**src/rtl/outpkt_bcrypt_src.sv**
```systemverilog
// ----------------------------------------------------------------------------
// outpkt_bcrypt_src
//
// Source stage in front of the bcrypt output-packet formatter. It gathers
// 16-word result records from the core-side arbiter into a two-bank buffer,
// and holds at most one pending "packet done" event. It presents one item at
// a time to the formatter. The header fields stay registered and stable, and
// the record words are read asynchronously through rd_addr/dout. The item is
// released by the formatter's single-cycle write handshake (wr_en).
//
// Ports:
//   CLK, rst            clock, synchronous active-high reset
//   res_wr_en/res_din   result word write (word 1 = pkt_id)
//   res_cmp/hash_num    record attributes, sampled with word 15
//   res_full            write bank busy, writes ignored
//   done_wr_en/...      packet-done event post
//   done_full           done slot occupied, posts ignored
//   source_not_empty    an item is selected, its fields are stable
//   pkt_type/pkt_id/hash_num/num_processed   registered item header
//   rd_addr/dout        asynchronous word read from the selected bank
//   full/wr_en          formatter backpressure / accept pulse
// ----------------------------------------------------------------------------
`ifndef OUTPKT_TYPE_MSB
`define OUTPKT_TYPE_MSB 2
`endif
`ifndef OUTPKT_TYPE_PACKET_DONE
`define OUTPKT_TYPE_PACKET_DONE 3'd2
`endif
`ifndef OUTPKT_TYPE_RESULT
`define OUTPKT_TYPE_RESULT 3'd3
`endif
`ifndef OUTPKT_TYPE_CMP_RESULT
`define OUTPKT_TYPE_CMP_RESULT 3'd4
`endif

module outpkt_bcrypt_src #(
    parameter int PKT_TYPE_MSB = `OUTPKT_TYPE_MSB,
    parameter int HASH_NUM_MSB = 15
) (
    input  logic                    CLK,
    input  logic                    rst,
    input  logic                    res_wr_en,
    input  logic [15:0]             res_din,
    input  logic                    res_cmp,
    input  logic [HASH_NUM_MSB:0]   res_hash_num,
    output logic                    res_full,
    input  logic                    done_wr_en,
    input  logic [15:0]             done_pkt_id,
    input  logic [31:0]             done_num_processed,
    output logic                    done_full,
    output logic                    source_not_empty,
    output logic [PKT_TYPE_MSB:0]   pkt_type,
    output logic [15:0]             pkt_id,
    output logic [HASH_NUM_MSB:0]   hash_num,
    output logic [31:0]             num_processed,
    input  logic [3:0]              rd_addr,
    output logic [15:0]             dout,
    input  logic                    full,
    output logic                    wr_en
);

    localparam logic [PKT_TYPE_MSB:0] TYPE_RESULT      = `OUTPKT_TYPE_RESULT;
    localparam logic [PKT_TYPE_MSB:0] TYPE_CMP_RESULT  = `OUTPKT_TYPE_CMP_RESULT;
    localparam logic [PKT_TYPE_MSB:0] TYPE_PACKET_DONE = `OUTPKT_TYPE_PACKET_DONE;

    typedef enum logic [1:0] {
        SEL_IDLE,
        SEL_RESULT,
        SEL_DONE
    } sel_state_e;

    // Two record banks plus per-bank attributes captured with word 15.
    logic [15:0]           mem_q       [2][16];
    logic [1:0]            bank_cmp_q;
    logic [HASH_NUM_MSB:0] bank_hash_q [2];

    logic [1:0]            bank_full_q, bank_full_d;
    logic                  wr_bank_q;
    logic [3:0]            wr_cnt_q;
    logic                  rd_bank_q;
    logic                  done_pending_q;
    logic [15:0]           done_pkt_id_q;
    logic [31:0]           done_num_q;
    sel_state_e            sel_q;

    logic [PKT_TYPE_MSB:0] pkt_type_q;
    logic [15:0]           pkt_id_q;
    logic [HASH_NUM_MSB:0] hash_num_q;
    logic [31:0]           num_processed_q;

    logic res_wr, res_last, done_wr, sel_valid, res_accept;

    assign res_full   = bank_full_q[wr_bank_q];
    assign done_full  = done_pending_q;
    assign res_wr     = res_wr_en & ~res_full;
    assign res_last   = res_wr & (wr_cnt_q == 4'd15);
    assign done_wr    = done_wr_en & ~done_pending_q;
    assign sel_valid  = (sel_q != SEL_IDLE);
    assign wr_en      = sel_valid & ~full;
    assign res_accept = (sel_q == SEL_RESULT) & ~full;

    assign source_not_empty = sel_valid;
    assign pkt_type         = pkt_type_q;
    assign pkt_id           = pkt_id_q;
    assign hash_num         = hash_num_q;
    assign num_processed    = num_processed_q;
    assign dout             = mem_q[rd_bank_q][rd_addr];

    // Release of the read bank and completion of the write bank may coincide.
    // They always hit different banks, so both updates apply.
    always_comb begin
        // NOTE: assign a default before any condition so no latch is inferred.
        bank_full_d = bank_full_q;
        if (res_accept) bank_full_d[rd_bank_q] = 1'b0;
        if (res_last)   bank_full_d[wr_bank_q] = 1'b1;
    end

    // NOTE: the storage has no reset. Its contents are only meaningful while
    // bank_full is set, so it can map onto distributed RAM.
    always_ff @(posedge CLK) begin
        if (res_wr) mem_q[wr_bank_q][wr_cnt_q] <= res_din;
        if (res_last) begin
            bank_cmp_q[wr_bank_q]  <= res_cmp;
            bank_hash_q[wr_bank_q] <= res_hash_num;
        end
    end

    // NOTE: all sequential state uses non-blocking assignments.
    always_ff @(posedge CLK) begin
        if (rst) begin
            bank_full_q     <= 2'b00;
            wr_bank_q       <= 1'b0;
            wr_cnt_q        <= 4'd0;
            rd_bank_q       <= 1'b0;
            done_pending_q  <= 1'b0;
            done_pkt_id_q   <= '0;
            done_num_q      <= '0;
            sel_q           <= SEL_IDLE;
            pkt_type_q      <= '0;
            pkt_id_q        <= '0;
            hash_num_q      <= '0;
            num_processed_q <= '0;
        end else begin
            bank_full_q <= bank_full_d;
            if (res_wr)   wr_cnt_q  <= wr_cnt_q + 4'd1;
            if (res_last) wr_bank_q <= ~wr_bank_q;

            if (done_wr) begin
                done_pending_q <= 1'b1;
                done_pkt_id_q  <= done_pkt_id;
                done_num_q     <= done_num_processed;
            end

            unique case (sel_q)
                SEL_IDLE: begin
                    if (bank_full_q[rd_bank_q]) begin
                        sel_q      <= SEL_RESULT;
                        pkt_type_q <= bank_cmp_q[rd_bank_q] ? TYPE_CMP_RESULT : TYPE_RESULT;
                        pkt_id_q   <= mem_q[rd_bank_q][4'd1];
                        hash_num_q <= bank_hash_q[rd_bank_q];
                    // A done event waits until no result data is buffered or
                    // being filled, so it never overtakes its packet's results.
                    end else if (done_pending_q && wr_cnt_q == 4'd0 && bank_full_q == 2'b00) begin
                        sel_q           <= SEL_DONE;
                        pkt_type_q      <= TYPE_PACKET_DONE;
                        pkt_id_q        <= done_pkt_id_q;
                        num_processed_q <= done_num_q;
                    end
                end
                SEL_RESULT: begin
                    if (!full) begin
                        sel_q     <= SEL_IDLE;
                        rd_bank_q <= ~rd_bank_q;
                    end
                end
                SEL_DONE: begin
                    if (!full) begin
                        sel_q          <= SEL_IDLE;
                        done_pending_q <= 1'b0;
                    end
                end
                default: sel_q <= SEL_IDLE;
            endcase
        end
    end

endmodule
```
**config.mk**
```make
export PLATFORM = sky130hd
export DESIGN_NAME = outpkt_bcrypt_src
export DESIGN_NICKNAME = d
export VERILOG_FILES = /design/src/rtl/outpkt_bcrypt_src.sv
export SDC_FILE = /design/constraint.sdc
export NUM_CORES = 1
export LEC_CHECK = 0
export ABC_AREA = 1
export CAP_MARGIN = 30
export CORE_MARGIN = 2
export CORE_UTILIZATION = 29
export CTS_CLUSTER_SIZE = 8
export DETAILED_ROUTE_END_ITERATION = 16
export DONT_BUFFER_PORTS = 1
export PLACE_DENSITY = 0.42
export SYNTH_ARGS = -nofsm -noshare
export SYNTH_HDL_FRONTEND = slang
export SYNTH_SLANG_ARGS = --single-unit
```
**constraint.sdc**
```tcl
create_clock -name CLK -period 6.92 [get_ports CLK]
set_clock_uncertainty 0.15 [all_clocks]
set_input_delay 1.038 -clock CLK [delete_from_list [all_inputs] [get_ports CLK]]
set_output_delay 1.038 -clock CLK [all_outputs]
set_load 0.02 [all_outputs]
```
==> out/metrics.cfg, run 1 <==
[outcome]
status = finished, final reports clean

[pwr]
p_comb_frac = 0.036
finalPower_mw = 9.01
p_leak_nw = 11.0
switching_share = 0.216
switchingPower_mw = 1.95
power_frac_seq = 0.499
power_density_nw_per_um2 = 294
p_clk_frac = 0.465
p_int_mw = 7.06
max-vdd-ir-drop_mv = 0.169

[worst_setup_path]
cp-end-kind = primary output
critPathMostFrequentCell = nand2_1
cp_max_fo = 162
rr_startpoint = bank_full_q[1]
worst_ep_arrival_time_ps = 3550
worst_ep_required_time_ps = 5730
worst-setup-path-type = flop to primary output
critical_path.max_stage_delay_ps = 570
crit_path_top_delay_cell = buf_4
cp_cell_sequence = buf_16 > clkinv_8 > buf_4 > nand2_1 > nand3_1 > nand3_1 > nand2_1 > nand2_1 > nand2_1 > nand2_1 > nand2_1
start_kind = flop

[place]
io_buffers = 0
postPlaceCellArea_um2 = 28000
gp_congestion = 0.756
dp_cells = 3543
dp_slack_ps = 2310
place_hpwl_mm = 43.9

[sta]
worstMarginPinSlew_ps = 1060
hold-worst-slack_ps = 295
rsz0062_at_grt = false
period_share = 0.685
drv_slew = 0
period_needed_ps = 4740
setup_viol_count_final = 0
setup_tns_ps = 0
slew_headroom = 0.293
fin_ws_ps = 2180
max_freq_mhz = 211
final-hold-violation-count = 0

[min_path]
worstHoldPathType = flop to flop
hp-start = done_pkt_id_q[12]

[clock_network]
postCtsSetupRepairBufs = 0
post_cts_resize_count = 0
root_buffer = clkbuf_16
htree_levels = 3
insertion_delay_ps = 640
tritoncts = built
clk_path_buf_depth = 3
path_clk_slew_ps = 50
hold_buffers = 0
cts_sinks = 673
numCtsBuffers = 94

[logic_synthesis]
synth.yosys.seq_area_share = 0.709
synthCells = 2467
ys.flop_type = edfxtp_1
ys_seq_elements = 673
yosysUniqueCellTypes = 27
synth-async-reset-ratio = 0
avgSynthCellArea_um2 = 10.8
synth_edf_count = 546
yosys_warnings = 0
synth.net_count = 2564
synth.cell_area_um2 = 26700

[cells_and_area]
area_growth_pct = 14.9
drive_gt1_frac = 0.0767
fin_nets = 2552
final_cells = 3680
post-route-util = 0.335
final_area_um2 = 30700

[floorplanning]
dieHeight_um = 307
ios = 177
die_x_um = 307
die_area_um2 = 94500
num_rows = 111
core_area_um2 = 91500
initial_utilization = 0.292

[global_route]
grt-ovfl-total = 0
grt_pass1_vias = 17400
antenna_found_initial = 5
grt_use_total = 0.166
grt_max_degree = 180
grt_pass1_wl_mm = 116

[drt]
via_per_inst = 4.84
routed-wl-met3_mm = 3.80
wl_met2_mm = 38.6
firstDrtPassIters = 5
drt_wl_total_mm = 79.4
drtIter0Drc = 1508
drtAntennaViolNets = 0
highest_layer = met4
met1_length_mm = 35.5
wl_per_cell_um = 21.6
drc = 0
via_count = 17800

[flow_run]
maxCapViolations = 0

## cells in the mapped netlist, drive strengths merged, types with 2 or more instances
| master | n | share of area |
|---|---|---|
| edfxtp | 546 | 0.61 |
| nor2 | 141 | 0.020 |
| ha | 7 | 0.0033 |
| nand3 | 407 | 0.076 |
| o21ai | 122 | 0.023 |
| nor3 | 20 | 0.0037 |
| dfxtp | 127 | 0.095 |
| clkbuf | 53 | 0.0075 |
| nand2 | 825 | 0.12 |
| a21oi | 46 | 0.0086 |
| nor4 | 4 | 0.00094 |
| nand4 | 2 | 0.0010 |
| buf | 102 | 0.019 |
| inv | 47 | 0.0066 |
| a31oi | 16 | 0.0037 |
## sequential cells by signal, summed over array words and instances (netlist names), named ones only
signal / cells
done_pkt_id_q: 16
wr_cnt_q: 4
num_processed: 32
wr_bank_q: 1
pkt_type: 3
mem_q: 512
bank_hash_q: 32
bank_cmp_q: 2
sel_q: 2
bank_full_q: 2
done_full: 1
done_num_q: 32
hash_num: 16
pkt_id: 16
rd_bank_q: 1
## worst max-delay path: cells and delay by family (launching register included)
kind	cells	cell delay, ps
flops	1	470
simple gates	8	860
buf+inv	3	1370
## cells by family (layout without fill, tap and decap cells)
group           after synthesis  in the layout  synth area share
compound gates              185            185            0.0357
fa+ha+maj                     7              7           0.00328
buf+inv                     202            226            0.0330
other cells                   0              3                 0
simple gates               1399           1399             0.218
xor+xnor                      1              1          0.000328
flops                       673            673             0.709
## cell type report
type                    instances  area, µm²
flip-flops and latches        673      18900
clock inverters                 5       42.5
inverters                      47        193
well taps                    1186       1480
multi-input cells            1592       7020
clock buffers                 127       2560
diodes                          3       7.51
fillers                      9155      60800
repair buffers                 47        423
## cell usage in the layout (no fill, tap or decap), drive strengths merged
cell	count
o21ai	122
dfxtp	127
xor2	1
edfxtp	546
nand3	407
a31oi	16
ha	7
diode	3
nor3	20
nor4	4
nand2	825
inv	47
a21oi	46
nor2	141
clkinv	5
nand4	2
o21bai	1
clkbuf	128
buf	46
## power groups by stage
| stage | clock (mW) | combinational (mW) | sequential [mW] |
|---|---|---|---|
| 2_1_floorplan | 0 | 0.246 | 4.57 |
| 4_1_cts | 4.31 | 0.330 | 4.50 |
| 3_5_place_dp | 0 | 0.328 | 4.58 |
| 6_report | 4.19 | 0.323 | 4.50 |
| 3_3_place_gp | 0 | 0.325 | 4.58 |
| 5_1_grt | 4.46 | 0.367 | 4.50 |
## worst paths after layout
check / to / slack, ps / depth (start not counted)
max: dout[9] / 2180 / 11
min: done_pkt_id_q[12] / 290 / 2
max reg2reg: bank_hash_q[0][11] / 3820 / 8
min reg2reg: done_pkt_id_q[12] / 290 / 2
## per-layer routing
metal  vias to the layer above  GRT usage
li1                       8453          -
met5                         -          0
met4                         0     0.0512
met3                        80     0.0248
met2                       414      0.276
met1                      8877      0.222
Power figures use the tool's default switching activity.
==> run 2: changes to the inputs <==
--- a/config.mk
+++ b/config.mk
@@ -12,7 +12,7 @@
 export CTS_CLUSTER_SIZE = 8
 export DETAILED_ROUTE_END_ITERATION = 16
 export DONT_BUFFER_PORTS = 1
-export PLACE_DENSITY = 0.42
+export PLACE_DENSITY = 0.43
 export SYNTH_ARGS = -nofsm -noshare
 export SYNTH_HDL_FRONTEND = slang
 export SYNTH_SLANG_ARGS = --single-unit
==> constraint.sdc (replaced) <==
create_clock -name CLK -period 4.3 [get_ports CLK]
set_clock_uncertainty 0.15 [all_clocks]
set_input_delay 0.645 -clock CLK [delete_from_list [all_inputs] [get_ports CLK]]
set_output_delay 0.645 -clock CLK [all_outputs]
set_load 0.02 [all_outputs]
==> run 2 against run 1 <==
  * Register-to-register slack worse by 2300 ps
  * Critical path depth down 1
  * Hold slack worse by 230 ps
  * Sequential cell count unchanged
  * Clock-buffer cell count down 18
==> out/metrics.cfg, run 2 (same netlist as run 1, synthesis figures left out) <==
[worst_setup_path]
cp_cell_sequence = inv_8 > buf_12 > nand2_1 > nand3_1 > nand3_1 > nand2_1 > nand2_1 > nand2_1 > nand2_1 > nand2_1
worst_ep_arrival_time_ps = 2980  ; -570 ps
worst-setup-path-type = flop to primary output
crit_path_top_delay_cell = inv_8
start_kind = flop
cp-end-kind = primary output
critical_path.max_stage_delay_ps = 540  ; -30 ps
critPathMostFrequentCell = nand2_1
cp_max_fo = 105  ; -35%
worst_ep_required_time_ps = 3500  ; -2230 ps

[sta]
setup_viol_count_final = 0  ; unchanged
worstMarginPinSlew_ps = 954  ; -107 ps
rsz0062_at_grt = false
period_share = 0.879
drv_slew = 0  ; unchanged
setup_tns_ps = 0  ; unchanged
slew_headroom = 0.362  ; +0.0694
final-hold-violation-count = 0  ; unchanged
max_freq_mhz = 265
period_needed_ps = 3780
fin_ws_ps = 522  ; -1660 ps

[drt]
firstDrtPassIters = 5  ; unchanged
drtIter0Drc = 1587  ; +5.2%
drc = 0  ; unchanged
drt_wl_total_mm = 80.7  ; +1.7%
wl_per_cell_um = 21.6  ; about the same
via_per_inst = 4.89  ; +0.97%
via_count = 18300  ; +2.6%
drtAntennaViolNets = 0  ; unchanged

[place]
io_buffers = 0  ; unchanged
place_hpwl_mm = 45.7  ; +4.1%
postPlaceCellArea_um2 = 28100  ; +0.19%
gp_congestion = 0.791  ; +4.7%
dp_slack_ps = 1050  ; -1260 ps

[cells_and_area]
final_cell_mix = nand2_1 (823), edfxtp_1 (546), nand3_1 (407)
largest-register = mem_q
final_area_um2 = 31500  ; +2.5%
drive_gt1_frac = 0.0828  ; +0.00613
post-route-util = 0.344  ; +0.00853
fin_nets = 2626  ; +2.9%
area_growth_pct = 17.8
largest_reg_flops = 512  ; unchanged
final_common_cell = nand2_1

[pwr]
p_leak_nw = 11.4  ; +3.4%
power_density_nw_per_um2 = 460  ; +57%
max-vdd-ir-drop_mv = 0.269  ; +59%

[clock_network]
htree_levels = 3  ; unchanged
insertion_delay_ps = 650  ; about the same
numCtsBuffers = 94  ; unchanged
cts_sinks = 673  ; unchanged
path_clk_slew_ps = 50  ; about the same
clk_path_buf_depth = 3  ; unchanged
tritoncts = built
root_buffer = clkbuf_16

[global_route]
busiest_layer = met2
grt.met1_usage = 0.216  ; -0.00563
grt_use_total = 0.168  ; +0.00245
grt_max_degree = 149  ; -17%
grt_pass1_wl_mm = 119  ; +2.2%
globalRouteMet2Util = 0.285  ; +0.00903
grt_pass1_vias = 18000  ; +3.3%
grtUsageMet3 = 0.0261  ; +0.00131
antenna_found_initial = 4  ; -1
grt-ovfl-total = 0  ; unchanged

[outcome]
status = finished, final reports clean

[floorplanning]
die_x_um = 307  ; unchanged
ios = 177  ; unchanged
die_area_um2 = 94500  ; unchanged
dieHeight_um = 307  ; unchanged
initial_utilization = 0.292  ; unchanged
num_rows = 111  ; unchanged
core_area_um2 = 91500  ; unchanged

[flow_run]
maxCapViolations = 0  ; unchanged

[min_path]
worstHoldPathType = primary input to flop

-- run 2: cell count changes in the layout (fill, tap and decap cells not counted), moves of 3 or more --
cell           before  now
buf_4              42   46
buf_12              2   22
clkbuf_1           29   13
dlygate4sd3_1       0   52
clkbuf_16          99   96
-- run 2: report_power, final --
part	switching [mW]	total [mW]	leakage [nW]	internal, mW
combinational	0.474	0.689	4.21	0.216
sequential	0.0946	7.24	5.96	7.15
clock	2.62	6.54	1.22	3.92
-- run 2: timing repair --
action | CTS | global route
hold buffers | 67 | 0
gates resized for setup | 0 | 0
buffers inserted | 0 | 0
hold endpoints to repair | 602 | 0
-- run 2: layout make-up --
type	count	area, µm²
Fill cell	9038	60100
Antenna cell	4	10.0
Clock inverter	6	55.1
Sequential cell	673	18900
Multi-Input combinational cell	1592	7010
Tap cell	1186	1480
Timing Repair Buffer	121	1330
Inverter	47	186
Clock buffer	109	2440
-- run 2: metrics by stage --
step	cells	power, mW	hold slack (ps)
6_report	3738	14.5	64.5
4_1_cts	3731	14.7	30.3
3_3_place_gp	3549	7.89	286
5_1_grt	3737	15.0	62.0
2_1_floorplan	2467	7.75	275
3_5_place_dp	3549	7.89	290
-- run 2: worst paths after layout --
check             cells past startpoint              from  slack, ps                to
setup reg to reg                      8       wr_cnt_q[0]       1490  num_processed[8]
hold / removal                        2    done_pkt_id[6]         60  done_pkt_id_q[6]
hold reg to reg                       2  done_pkt_id_q[4]        290  done_pkt_id_q[4]
setup / recovery                     10              flop        520          dout[13]
-- run 2: worst max-delay path, delay by kind of cell, from the launching register on --
family,cells,cell delay [ps]
and+or+nand+nor,8,900
DFF,1,440
buffers and inverters,2,930
-- run 2: per-layer routing --
metal	vias up	wire length, µm	part of all wire
met4	0	2330	0.029
met3	108	4210	0.052
met2	474	39800	0.49
met5	-	0	0
li1	8589	-	-
met1	9109	34300	0.43
==> run 3: changes to the inputs <==
--- a/config.mk
+++ b/config.mk
@@ -9,6 +9,7 @@
 export CAP_MARGIN = 30
 export CORE_MARGIN = 2
 export CORE_UTILIZATION = 29
+export CTS_BUF_LIST = sky130_fd_sc_hd__clkbuf_8
 export CTS_CLUSTER_SIZE = 8
 export DETAILED_ROUTE_END_ITERATION = 16
 export DONT_BUFFER_PORTS = 1
==> run 3 against run 2 <==
  * Global-route usage rose by 0.099 points
  * Die area did not move
  * Critical path type unchanged
  * Total power fell by 10%
  * Sequential share of layout area rose by 0.58 points
  * Setup slack got worse by 69 ps
  * Hold slack got worse by 11 ps
  * Register-to-register slack barely moved
  * Largest power group unchanged
==> out/metrics.cfg, run 3 (same netlist as run 1, synthesis figures left out) <==
[outcome]
status = finished, final reports clean

[drt]
drc = 0  ; unchanged
drt_wl_total_mm = 81.2  ; +0.59%
via_count = 18600  ; +1.8%
drtAntennaViolNets = 0  ; unchanged
wl_per_cell_um = 21.1  ; -2.3%
drtIter0Drc = 1512  ; -4.7%
via_per_inst = 4.83  ; -1.1%
firstDrtPassIters = 5  ; unchanged

[floorplanning]
num_rows = 111  ; unchanged
die_x_um = 307  ; unchanged
core_area_um2 = 91500  ; unchanged
initial_utilization = 0.292  ; unchanged
dieHeight_um = 307  ; unchanged
ios = 177  ; unchanged
die_area_um2 = 94500  ; unchanged

[sta]
worstMarginPinSlew_ps = 1000  ; +49.4 ps
setup_tns_ps = 0  ; unchanged
max_freq_mhz = 260  ; -1.8%
period_share = 0.895  ; +0.0160
period_needed_ps = 3850  ; +68.6 ps
rsz0062_at_grt = false
slew_headroom = 0.331  ; -0.0309
setup_viol_count_final = 0  ; unchanged
drv_slew = 0  ; unchanged
final-hold-violation-count = 0  ; unchanged
fin_ws_ps = 453  ; -68.6 ps

[global_route]
antenna_found_initial = 5  ; +1
grt-ovfl-total = 0  ; unchanged
grt.met1_usage = 0.216  ; -0.000800
grt_max_degree = 149  ; unchanged
grtUsageMet3 = 0.0308  ; +0.00468
globalRouteMet2Util = 0.290  ; +0.00462
grt_use_total = 0.169  ; +0.000987
grt_pass1_wl_mm = 119  ; +0.34%
grt_pass1_vias = 18200  ; +1.3%
busiest_layer = met2

[cells_and_area]
drive_gt1_frac = 0.0889  ; +0.00605
largest-register = mem_q
regArea_um2 = 18900  ; unchanged
fillCellCount = 9126  ; +0.97%
fin_nets = 2665  ; +1.5%
multiInputGateArea_um2 = 7010  ; unchanged
area_growth_pct = 16.7
final_common_cell = nand2_1
largest_reg_flops = 512  ; unchanged
final_cell_mix = nand2_1 (823), edfxtp_1 (546), nand3_1 (407)
final_area_um2 = 31200  ; -0.95%

[worst_setup_path]
critPathMostFrequentCell = nand2_1
worst_ep_arrival_time_ps = 3050  ; +70 ps
start_kind = flop
crit_path_top_delay_cell = dfxtp_4
rr_startpoint = wr_cnt_q[0]
r2r_slack_ps = 1480  ; about the same
r2r_cells = 8  ; unchanged
worst-setup-path-type = flop to primary output
worst_ep_required_time_ps = 3500  ; about the same
cp_max_fo = 148  ; +41%
cp_cell_sequence = buf_12 > nand2_1 > nand3_1 > nand3_1 > nand2_1 > nand2_1 > nand2_1 > nand2_1 > nand2_1
cp-end-kind = primary output
critical_path.max_stage_delay_ps = 550  ; about the same

[place]
dp_slack_ps = 1050  ; unchanged
postPlaceCellArea_um2 = 28100  ; unchanged
place_hpwl_mm = 45.7  ; unchanged
gp_congestion = 0.791  ; unchanged
io_buffers = 0  ; unchanged

[flow_run]
maxCapViolations = 0  ; unchanged

[pwr]
switchingPower_mw = 3.15  ; -1.1%
power_density_nw_per_um2 = 416  ; -9.5%
max-vdd-ir-drop_mv = 0.195  ; -27%
p_comb_frac = 0.055  ; +0.007
p_leak_nw = 11.5  ; +0.53%
power_frac_seq = 0.558  ; +0.058
switching_share = 0.243  ; +0.0227
p_int_mw = 9.82  ; -13%
p_clk_frac = 0.388  ; -0.064

[clock_network]
insertion_delay_ps = 760  ; +110 ps
numCtsBuffers = 109  ; +16%
root_buffer = clkbuf_8
cts_sinks = 673  ; unchanged
tritoncts = built
htree_levels = 3  ; unchanged
clk_path_buf_depth = 3  ; unchanged
path_clk_slew_ps = 60  ; about the same
postCtsSetupRepairBufs = 0  ; unchanged

[min_path]
worstHoldPathType = primary input to flop
holdPathStages = 1  ; -1
hp-start = res_din[14]

-- run 3: changes by cell type in the layout (fill, tap and decap cells not counted), sizes merged --
cell	before	now
inv	50	101
clkbuf	110	114
dlygate4sd3	52	77
diode	4	5
clkinv	3	29
clkinvlp	0	2
-- run 3: critical path, delay by kind of cell (launching register included) --
family	cells	cell delay, ps
and+or+nand+nor	8	1140
DFF	1	550
buffers and inverters	1	470
-- run 3: power by group through the flow --
stage	Clock, mW	Sequential, mW	Combinational [mW]
3_5_place_dp	0	7.37	0.525
5_1_grt	5.49	7.24	0.790
4_1_cts	5.20	7.23	0.716
3_3_place_gp	0	7.37	0.521
2_1_floorplan	0	7.35	0.395
6_report	5.03	7.23	0.712
-- run 3: path summary, 6_finish.rpt --
path / endpoint
hold reg to reg: done_pkt_id_q[1]
hold / removal: mem_q[1][94]
setup reg to reg: num_processed[2]
setup / recovery: dout[10]
-- run 3: repair_timing --
action / 4_1_cts / 5_1_grt
hold buffers: 92 / 0
hold endpoints to repair: 620 / 0
gates resized for setup: 0 / 0
-- run 3: layout make-up --
class,count,area share
inverters,47,0.00598
multi-input cells,1592,0.225
diodes,5,0.000402
clock buffers,114,0.0504
flip-flops and latches,673,0.608
repair buffers,145,0.0504
clock inverters,85,0.0123
well taps,1186,0.0476
-- run 3: per-stage QoR --
step	util	power [mW]	hold slack [ps]	cells
after global placement	0.307	7.89	286	3549
after global routing	0.340	13.5	-0.0656	3847
final	0.340	13.0	53.3	3847
after CTS	0.340	13.1	1.53	3840
after floorplan	-	7.75	275	2467
after detailed placement	0.307	7.89	290	3549
-- run 3: per-layer routing --
layer	up-vias	wire, µm	share of wire
li1	8726	-	-
met1	9265	34400	0.42
met2	491	40400	0.50
met3	118	4420	0.054
met4	0	1960	0.024
met5	-	0	0
